### src/rtl/tracker_scheduler_pkg.sv
// Shared types for the solar tracker scheduler: FSM state codes, servo_driver
// direction codes and the axis limit check used while a move is in progress.
package tracker_scheduler_pkg;

  localparam int CNT_W = 32;

  typedef enum logic [2:0] {
    ST_IDLE   = 3'd0,
    ST_EVAL   = 3'd1,
    ST_MOVE_H = 3'd2,
    ST_MOVE_V = 3'd3,
    ST_SETTLE = 3'd4
  } state_t;

  // Bit 0 drives BTN_0 (cw), bit 1 drives BTN_1 (ccw) on servo_driver.
  typedef enum logic [1:0] {
    DIR_STOP = 2'b00,
    DIR_CW   = 2'b01,
    DIR_CCW  = 2'b10
  } dir_t;

  function automatic logic at_limit(input dir_t dir, input logic [31:0] pos,
                                    input logic [31:0] pos_min,
                                    input logic [31:0] pos_max);
    return ((dir == DIR_CW) && (pos >= pos_max)) ||
           ((dir == DIR_CCW) && (pos <= pos_min));
  endfunction

endpackage

### src/rtl/tracker_scheduler_dwell_counter.sv
// Loadable 32-bit down-counter shared by the move and settle phases; done is
// high whenever the count has reached zero.
module dwell_counter
  import tracker_scheduler_pkg::*;
(
  input  logic             CLK,
  input  logic             RST,
  input  logic             load,
  input  logic             dec,
  input  logic [CNT_W-1:0] load_val,
  output logic             done
);

  logic [CNT_W-1:0] count;

  always_ff @(posedge CLK) begin
    if (RST) begin
      count <= '0;
    end else if (load) begin
      count <= load_val;
    end else if (dec && (count != '0)) begin
      count <= count - CNT_W'(1);
    end
  end

  assign done = (count == '0);

endmodule

### src/rtl/tracker_scheduler.sv
// Two-axis solar tracker sequencer: evaluates one frame of four LDR samples and
// moves one axis at a time for a bounded dwell, each move followed by a settle.
module tracker_scheduler
  import tracker_scheduler_pkg::*;
#(
  parameter int ADC_W      = 12,
  parameter int DEADBAND   = 64,
  parameter int MOVE_CYC   = 100000,
  parameter int SETTLE_CYC = 50000,
  parameter int POS_MIN    = 600,
  parameter int POS_MAX    = 2400
) (
  input  logic             CLK,
  input  logic             RST,
  input  logic             sample_valid,
  input  logic [ADC_W-1:0] ldr_tl,
  input  logic [ADC_W-1:0] ldr_tr,
  input  logic [ADC_W-1:0] ldr_bl,
  input  logic [ADC_W-1:0] ldr_br,
  input  logic [31:0]      pos_h,
  input  logic [31:0]      pos_v,
  output logic             h_cw,
  output logic             h_ccw,
  output logic             v_cw,
  output logic             v_ccw,
  output logic             busy,
  output logic             aligned,
  output logic [2:0]       state
);

  localparam logic signed [ADC_W+1:0] DB_POS = (ADC_W+2)'(DEADBAND);
  localparam logic signed [ADC_W+1:0] DB_NEG = -DB_POS;
  localparam logic [31:0] P_MIN = 32'(POS_MIN);
  localparam logic [31:0] P_MAX = 32'(POS_MAX);
  // Counter runs load..0 inclusive, so load one less than the cycle count.
  localparam logic [CNT_W-1:0] MOVE_LOAD   = CNT_W'(MOVE_CYC - 1);
  localparam logic [CNT_W-1:0] SETTLE_LOAD = CNT_W'(SETTLE_CYC - 1);

  state_t                  fsm_state;
  logic [ADC_W-1:0]        s_tl, s_tr, s_bl, s_br;
  logic [ADC_W:0]          sum_l, sum_r, sum_t, sum_b;
  logic signed [ADC_W+1:0] d_h, d_v;
  dir_t                    dec_h, dec_v, dir_h_q, dir_v_q;
  logic                    move_any, v_pending, hit_h, hit_v;
  logic                    cnt_load, cnt_dec, cnt_done;
  logic [CNT_W-1:0]        cnt_val;

  assign sum_l = {1'b0, s_tl} + {1'b0, s_bl};
  assign sum_r = {1'b0, s_tr} + {1'b0, s_br};
  assign sum_t = {1'b0, s_tl} + {1'b0, s_tr};
  assign sum_b = {1'b0, s_bl} + {1'b0, s_br};
  assign d_h   = $signed({1'b0, sum_r}) - $signed({1'b0, sum_l});
  assign d_v   = $signed({1'b0, sum_t}) - $signed({1'b0, sum_b});

  always_comb begin
    dec_h = DIR_STOP;
    dec_v = DIR_STOP;
    if ((d_h > DB_POS) && (pos_h < P_MAX))      dec_h = DIR_CW;
    else if ((d_h < DB_NEG) && (pos_h > P_MIN)) dec_h = DIR_CCW;
    if ((d_v > DB_POS) && (pos_v < P_MAX))      dec_v = DIR_CW;
    else if ((d_v < DB_NEG) && (pos_v > P_MIN)) dec_v = DIR_CCW;
  end

  assign move_any = (dec_h != DIR_STOP) || (dec_v != DIR_STOP);
  assign hit_h    = at_limit(dir_h_q, pos_h, P_MIN, P_MAX);
  assign hit_v    = at_limit(dir_v_q, pos_v, P_MIN, P_MAX);

  always_comb begin
    cnt_load = 1'b0;
    cnt_dec  = 1'b0;
    cnt_val  = MOVE_LOAD;
    case (fsm_state)
      ST_EVAL: cnt_load = move_any;
      ST_MOVE_H, ST_MOVE_V: begin
        if (cnt_done || ((fsm_state == ST_MOVE_H) ? hit_h : hit_v)) begin
          cnt_load = 1'b1;
          cnt_val  = SETTLE_LOAD;
        end else begin
          cnt_dec = 1'b1;
        end
      end
      ST_SETTLE: begin
        if (cnt_done) cnt_load = v_pending;
        else          cnt_dec  = 1'b1;
      end
      default: ;
    endcase
  end

  dwell_counter u_dwell (
    .CLK      (CLK),
    .RST      (RST),
    .load     (cnt_load),
    .dec      (cnt_dec),
    .load_val (cnt_val),
    .done     (cnt_done)
  );

  always_ff @(posedge CLK) begin
    if (RST) begin
      fsm_state <= ST_IDLE;
      {h_cw, h_ccw, v_cw, v_ccw} <= 4'b0000;
      busy      <= 1'b0;
      aligned   <= 1'b0;
      v_pending <= 1'b0;
      dir_h_q   <= DIR_STOP;
      dir_v_q   <= DIR_STOP;
      {s_tl, s_tr, s_bl, s_br} <= '0;
    end else begin
      case (fsm_state)
        ST_IDLE: begin
          if (sample_valid) begin
            {s_tl, s_tr, s_bl, s_br} <= {ldr_tl, ldr_tr, ldr_bl, ldr_br};
            fsm_state <= ST_EVAL;
            busy      <= 1'b1;
          end
        end
        ST_EVAL: begin
          dir_h_q <= dec_h;
          dir_v_q <= dec_v;
          aligned <= !move_any;
          if (dec_h != DIR_STOP) begin
            fsm_state      <= ST_MOVE_H;
            {h_ccw, h_cw}  <= dec_h;
            v_pending      <= (dec_v != DIR_STOP);
          end else if (dec_v != DIR_STOP) begin
            fsm_state      <= ST_MOVE_V;
            {v_ccw, v_cw}  <= dec_v;
          end else begin
            fsm_state <= ST_IDLE;
            busy      <= 1'b0;
          end
        end
        ST_MOVE_H, ST_MOVE_V: begin
          if (cnt_done || ((fsm_state == ST_MOVE_H) ? hit_h : hit_v)) begin
            fsm_state <= ST_SETTLE;
            {h_cw, h_ccw, v_cw, v_ccw} <= 4'b0000;
          end
        end
        ST_SETTLE: begin
          if (cnt_done) begin
            if (v_pending) begin
              fsm_state     <= ST_MOVE_V;
              v_pending     <= 1'b0;
              {v_ccw, v_cw} <= dir_v_q;
            end else begin
              fsm_state <= ST_IDLE;
              busy      <= 1'b0;
            end
          end
        end
        default: fsm_state <= ST_IDLE;
      endcase
    end
  end

  assign state = fsm_state;

endmodule

### config.mk
export PLATFORM = sky130hd
export DESIGN_NAME = tracker_scheduler
export DESIGN_NICKNAME = d
export VERILOG_FILES = /design/src/rtl/tracker_scheduler_pkg.sv /design/src/rtl/tracker_scheduler_dwell_counter.sv /design/src/rtl/tracker_scheduler.sv
export SDC_FILE = /design/constraint.sdc
export NUM_CORES = 1
export LEC_CHECK = 0
export BUFFER_PORTS_ARGS = -buffer_cell sky130_fd_sc_hd__buf_2
export CAP_MARGIN = 20
export CORE_MARGIN = 3
export CORE_UTILIZATION = 52
export CTS_BUF_LIST = sky130_fd_sc_hd__clkbuf_8 sky130_fd_sc_hd__clkbuf_16
export CTS_CLUSTER_DIAMETER = 50
export DETAILED_ROUTE_END_ITERATION = 10
export GPL_ROUTABILITY_DRIVEN = 1
export PLACE_DENSITY = 0.78
export SLEW_MARGIN = 20
export SYNTH_ARGS = -nofsm -noshare
export SYNTH_HDL_FRONTEND = slang
export SYNTH_SLANG_ARGS = --single-unit
### constraint.sdc
create_clock -name CLK -period 4.9 [get_ports CLK]
set_input_delay 0.98 -clock CLK [delete_from_list [all_inputs] [get_ports CLK]]
set_output_delay 0.98 -clock CLK [all_outputs]
set_load 0.01 [all_outputs]
* After elaboration in Yosys (flattened, before gate mapping)
Cells that the tools add are included.
Storage, ports and cells: input port bits 115, register bits 94, ROM bits 0, logic and storage cells 128, output and inout port bits 9, memories kept 0, memory bits (writable) 0, latch bits 0
Cells by class: shift operators 0, div/mod/pow operators 0, reductions and logical operators 31, add/subtract/negate cells 7, $mul 0, $lt $le $gt $ge 12, bitwise gates (word level) 0, eq/ne operators 17, multiplexer cells 46
Operators by type and width (count):
- 32-bit by 12-bit greater-or-equal comparator with 1-bit output (second input constant) | 2
- 32-bit by 10-bit > comparator with 1-bit output (second input constant) | 2
- 32-bit by 10-bit less-or-equal comparator with 1-bit output (second input constant) | 2
- 32-bit by 12-bit less-than comparator with 1-bit output (second input constant) | 2
- 32-bit two-way mux | 2
- 12-bit by 12-bit adder with 13-bit output | 4
- 17-bit two-way mux | 2
- 32-bit logical NOT | 1
- 32-bit nonzero test | 1
- 32-bit by 1-bit subtractor with 32-bit output (second input constant) | 1
- 14-bit by 8-bit > comparator with 1-bit output (second input constant) | 2
- 14-bit by 7-bit less-than comparator with 1-bit output (second input constant) | 2
- 13-bit by 13-bit subtractor with 14-bit output | 2
- 1-bit two-way mux | 23
- 2-bit inequality test (second input constant) | 9
- 2-bit two-way mux | 7
- 1-bit case mux with 3 select lines | 4
- 3-bit case mux with 4 select lines | 1
- 6-bit AND reduction | 2
- 2-bit nonzero test | 5
- 1-bit logical AND | 9
- 3-bit two-way mux | 3
- 3-bit AND reduction | 3
- 1-bit case mux with 2 select lines | 4
- 11 further kinds | 18

* Depth between registers and ports, before layout
depth after elaboration 10, mapped depth 19, gate-level depth less buffers 18

* Modules after synthesis
From an unflattened synthesis, not the netlist that was laid out.
Unflattened totals: cells, all modules 921, area, all modules 7463.4 um2
By module, submodules not included:
- tracker_scheduler | sequential area each 1241.2 um2, area each 5470.2 um2, cells an instance 688, instances 1
- dwell_counter | sequential area each 640.6 um2, area each 1993.2 um2, cells an instance 233, instances 1

* Worst setup path before layout
OpenSTA, ideal clock, no wires.
kind reg2reg, start point reg s_tl[0], end point reg v_cw, slack 201 ps, arrival 4628 ps, library setup time 70 ps, cell stages (with the launch flop) 20, cells stage by stage dfxtp_1 > inv_1 > fa_1 > inv_1 > fa_1 > inv_1 > ha_1 > inv_1 > fa_1 > nand2b_1 > a21oi_1 > a31oi_1 > o31ai_1 > xnor2_1 > o41a_1 > or2_2 > clkbuf_1 > a21o_1 > or3_1 > a21oi_1
Between the ends: cells in the longest elaborated chain, start to end 9, elaborated cells between the ends (all ways) 24, those cells by class add/sub (4); order compare (4); eq/ne (2); mux (7); reduce/logical (7)
Ends and longest elaborated chain:
- start: declaration | line tracker_scheduler.sv:40 | logic [ADC_W-1:0] s_tl, s_tr, s_bl, s_br;
- start signal: assignment | line tracker_scheduler.sv:113 | {s_tl, s_tr, s_bl, s_br} <= {ldr_tl, ldr_tr, ldr_bl, ldr_br};
- 12-bit by 12-bit adder with 13-bit output (on tied branches) | line tracker_scheduler.sv:50, tracker_scheduler.sv:48
- 13-bit by 13-bit subtractor with 14-bit output (on tied branches) | line tracker_scheduler.sv:53, tracker_scheduler.sv:52
- 14-bit by 7-bit less-than comparator with 1-bit output (on tied branches) | line tracker_scheduler.sv:61, tracker_scheduler.sv:59
- 1-bit logical AND (on tied branches) | line tracker_scheduler.sv:61, tracker_scheduler.sv:59
- 2-bit two-way mux (on tied branches) | line tracker_scheduler.sv:61, tracker_scheduler.sv:59
- 2-bit two-way mux (on tied branches) | line tracker_scheduler.sv:60, tracker_scheduler.sv:58
- 2-bit nonzero test (on tied branches) | line tracker_scheduler.sv:126, tracker_scheduler.sv:122
- 2-bit inequality test (no source line)
- 6-bit AND reduction (no source line)
- end signal: assignment | line tracker_scheduler.sv:128 | {v_ccw, v_cw} <= dec_v;
- end signal: assignment | line tracker_scheduler.sv:145 | {v_ccw, v_cw} <= dir_v_q;
- end: declaration | line tracker_scheduler.sv:24 | output logic v_cw,
Parallel ways exist; a longest one is shown, timed or not. The select of a mux whose other input is x is not followed. A chain may end at the register's enable or synchronous reset.

* Worst setup path in the final report
start point reg s_bl[0], end point reg u_dwell.count[14]
Between the ends: cells in the longest elaborated chain, start to end 10, elaborated cells between the ends (all ways) 22, those cells by class add/sub (4); order compare (4); mux (6); reduce/logical (8)
Ends and longest elaborated chain:
- start: declaration | line tracker_scheduler.sv:40
- start signal: assignment | line tracker_scheduler.sv:113
- 12-bit by 12-bit adder with 13-bit output (on tied branches) | line tracker_scheduler.sv:48, tracker_scheduler.sv:51
- 13-bit by 13-bit subtractor with 14-bit output (on tied branches) | line tracker_scheduler.sv:52, tracker_scheduler.sv:53
- 14-bit by 7-bit less-than comparator with 1-bit output (on tied branches) | line tracker_scheduler.sv:59, tracker_scheduler.sv:61
- 1-bit logical AND (on tied branches) | line tracker_scheduler.sv:59, tracker_scheduler.sv:61
- 2-bit two-way mux (on tied branches) | line tracker_scheduler.sv:59, tracker_scheduler.sv:61
- 2-bit two-way mux (on tied branches) | line tracker_scheduler.sv:58, tracker_scheduler.sv:60
- 2-bit nonzero test | line tracker_scheduler.sv:64 | assign move_any = (dec_h != DIR_STOP) || (dec_v != DIR_STOP);
- 1-bit logical OR (*) | line tracker_scheduler.sv:64
- 1-bit case mux with 3 select lines (*) | line tracker_scheduler.sv:72 | case (fsm_state)
- 32-bit two-way mux / 2-bit nonzero test (equally long branches)
- end signal: assignment | line tracker_scheduler_dwell_counter.sv:20 | count <= load_val;
- end signal: assignment | line tracker_scheduler_dwell_counter.sv:22 | count <= count - CNT_W'(1);
- end: declaration | line tracker_scheduler_dwell_counter.sv:14 | logic [CNT_W-1:0] count;
Every way passes the cells marked *; elsewhere a longest branch is shown, timed or not.

==> summary.txt <==
Worst Clk Skew: 0.0102 ns
Period minus WS final: 4.66 ns
Post-Route WL: 17400 um
Worst hold path class: reg2reg
Number of remaining DRC errors: 0
Synth Flop Type: dfxtp_1
Critical path required time: 5.14 ns
Skew-Pair Late Insertion Delay: 0.35 ns
Die Area: 14900 sq um
Yosys top cell by area: dfxtp_1
Final hold viol count: 0
Rel. slew slack: 45.1%
Synth Area per Inst: 7.92 sq um
DP Wirelength: 13600 um
Post-Syn Instances: 887
First DRT Iteration DRCs: 471
Fin nets: 1188
Pins Over Slew Limit: 0
Area grow syn2layout: 15.4%
Input/output buffers: 123
Gr ovfl total: 0
WS Path Type: reg2reg
Final WS setup: 0.239 ns
Largest net degree at the start of global routing: 50
Setup crit start kind: flop
Synth async-reset ratio: 0%
Flops & latches, synth: 94
First-pass GRT wire length: 28700 um
Fin crit share: 95.1%
Setup crit end kind: flop
Synth area leaders: dfxtp_1 27%, fa_1 14%, nand2_1 7.9%, a21oi_1 6.3%, inv_1 5.2%
Post-DR vias/cell: 5.56
Sink Count: 94
Reg-to-Reg Start: s_bl[0]$_SDFFE_PP0P_
Worst Min Path Start: s_tr[5]$_SDFFE_PP0P_
CTS Buf Count: 9
Number of flops mapped to enable cells by yosys: 0
Vias in the first global route: 6108
Yosys top cell area share: 26.8%
I/O pin cnt: 124
Chip width: 122 um
# setup viols final: 0
Routed via count: 6527
Max-Cap Viols: 0
Syn Nets: 1079
Routed Antenna Nets: 0
Post-DR wirelength/cell: 14.9 um
Routability Congestion: 0.903
CP Launch Point: s_bl[0]$_SDFFE_PP0P_
Most frequent cells in the layout: 147 x nand2_1, 123 x buf_2, 99 x inv_1
H-tree levels: 3
Worst Tran Pin Value: 0.821 ns
CP max FO: 9
Yosys warns: 0
Worst-path cell chain: inv_1 > fa_1 > inv_1 > fa_1 > inv_1 > ha_1 > inv_1 > fa_1 > nor2b_1 > o31a_1 > o21ai_0 > a2111oi_2 > a211oi_1 > a211o_1 > a21o_2 > nor3_4 > buf_12 > a211oi_1 > o2111a_1
Initial antenna violation count: 1
Most common cell after layout, fill and taps aside: nand2_1
CP max stage delay: 0.51 ns
Fmax: 0.215 GHz
Post-place setup slack: 0.118 ns
Antenna fix cells: 0
Clk slew on worst S/H paths: 0.07 ns
Hold path cells: 2
Seq/Total Area, Yosys: 26.8%
Layout cells sized above 1: 17.4%
Status: completed
R2r worst-path depth: 19
Crit-path most repeated cell: inv_1
Post-synth cell types: 74
CTS tree: yes
Row count: 41
Netlist Area Pre-Place: 7030 sq um
Floorplan Core Area: 12900 sq um
Die Height: 122 um
CTS Root Cell: clkbuf_16
Arr. time, crit path: 4.90 ns
Pre-antenna DRT Iters: 5
CTS Buffer Depth: 2
Initial Util: 54.4%
Total track usage: 23.9%
Worst path slowest cell: fa_1
kinds of logic (layout without fill, tap and decap cells):
group	Yosys count	count (layout)	share of synthesized area, %
simple gates	333	333	22.6
compound gates	218	218	20.3
buf+inv	132	246	7.39
flops	94	94	26.8
fa+ha+maj	77	77	18.8
xor+xnor	31	31	3.86
mux	2	2	0.285
final timing paths:
| kind | endpoint | slack [ns] |
|---|---|---|
| worst max register to register | u_dwell.count[14]$_SDFFE_PP0P_ | 0.24 |
| worst max-delay path | u_dwell.count[14]$_SDFFE_PP0P_ | 0.24 |
| worst min-delay path | s_tr[5]$_SDFFE_PP0P_ | 0.46 |
| worst min register to register | s_tr[5]$_SDFFE_PP0P_ | 0.46 |
worst max-delay path: cells and delay by family, from the launching register on:
family          cells  cell delay [ns]
compound gates      8             1.89
buf+inv             5             0.41
flops               1             0.33
simple gates        2             0.44
fa+ha+maj           4             1.48
routing by layer:
metal  wire [um]  part of all wire (%)  up-vias  track usage [%]
met5          18                  0.10        -                0
met4         329                   1.9        2             7.00
met3        1200                   6.9       31             4.56
met2        7700                    44      216             36.7
met1        8180                    47     3020             34.3
li1            -                     -     3258                -
through the flow:
step | instances | cell area (sq um) | hold slack (ns) | TNS (ns) | utilization (%)
6_report | 1173 | 8110 | 0.458 | 0 | 62.7
4_1_cts | 1171 | 8050 | 0.458 | 0 | 62.3
5_1_grt | 1173 | 8110 | 0.483 | -0.0799 | 62.7
3_5_place_dp | 1155 | 7770 | 0.449 | 0 | 60.1
3_3_place_gp | 1155 | 7770 | 0.445 | 0 | 60.1
2_1_floorplan | 887 | 7030 | 0.436 | 0 | -
synthesized netlist by cell type, types with 17 or more instances:
master / number
a21o_1: 17
a21oi_1: 89
clkbuf_1: 29
dfxtp_1: 94
fa_1: 48
ha_1: 29
inv_1: 98
nand2_1: 147
nor2_1: 58
nor3_1: 24
o21ai_0: 30
xnor2_1: 21
flip-flops by register name, indices dropped and copies added, names as in the netlist:
name and flops:
u_dwell.count 32, s_bl 12, s_br 12, s_tl 12, s_tr 12, state 3, dir_h_q 2, dir_v_q 2
aligned 1, busy 1, h_ccw 1, h_cw 1, v_ccw 1, v_cw 1, v_pending 1
final cells by class:
class	count	area (sq um)
inverter	98	368
clock buffer	10	239
clock inverter	6	45.0
tap	172	215
fill	1156	4820
timing repair buffer	132	696
multi-input combinational	661	4660
sequential	94	1880
what timing repair did:
action,in CTS,in global routing
hold buffers,0,0
setup buffers,0,2
endpoints found under the setup margin,0,33
gates resized for setup,0,8
Power is not shown: default switching activity piles up to over one toggle a cycle in this logic, so the estimate is an artifact.
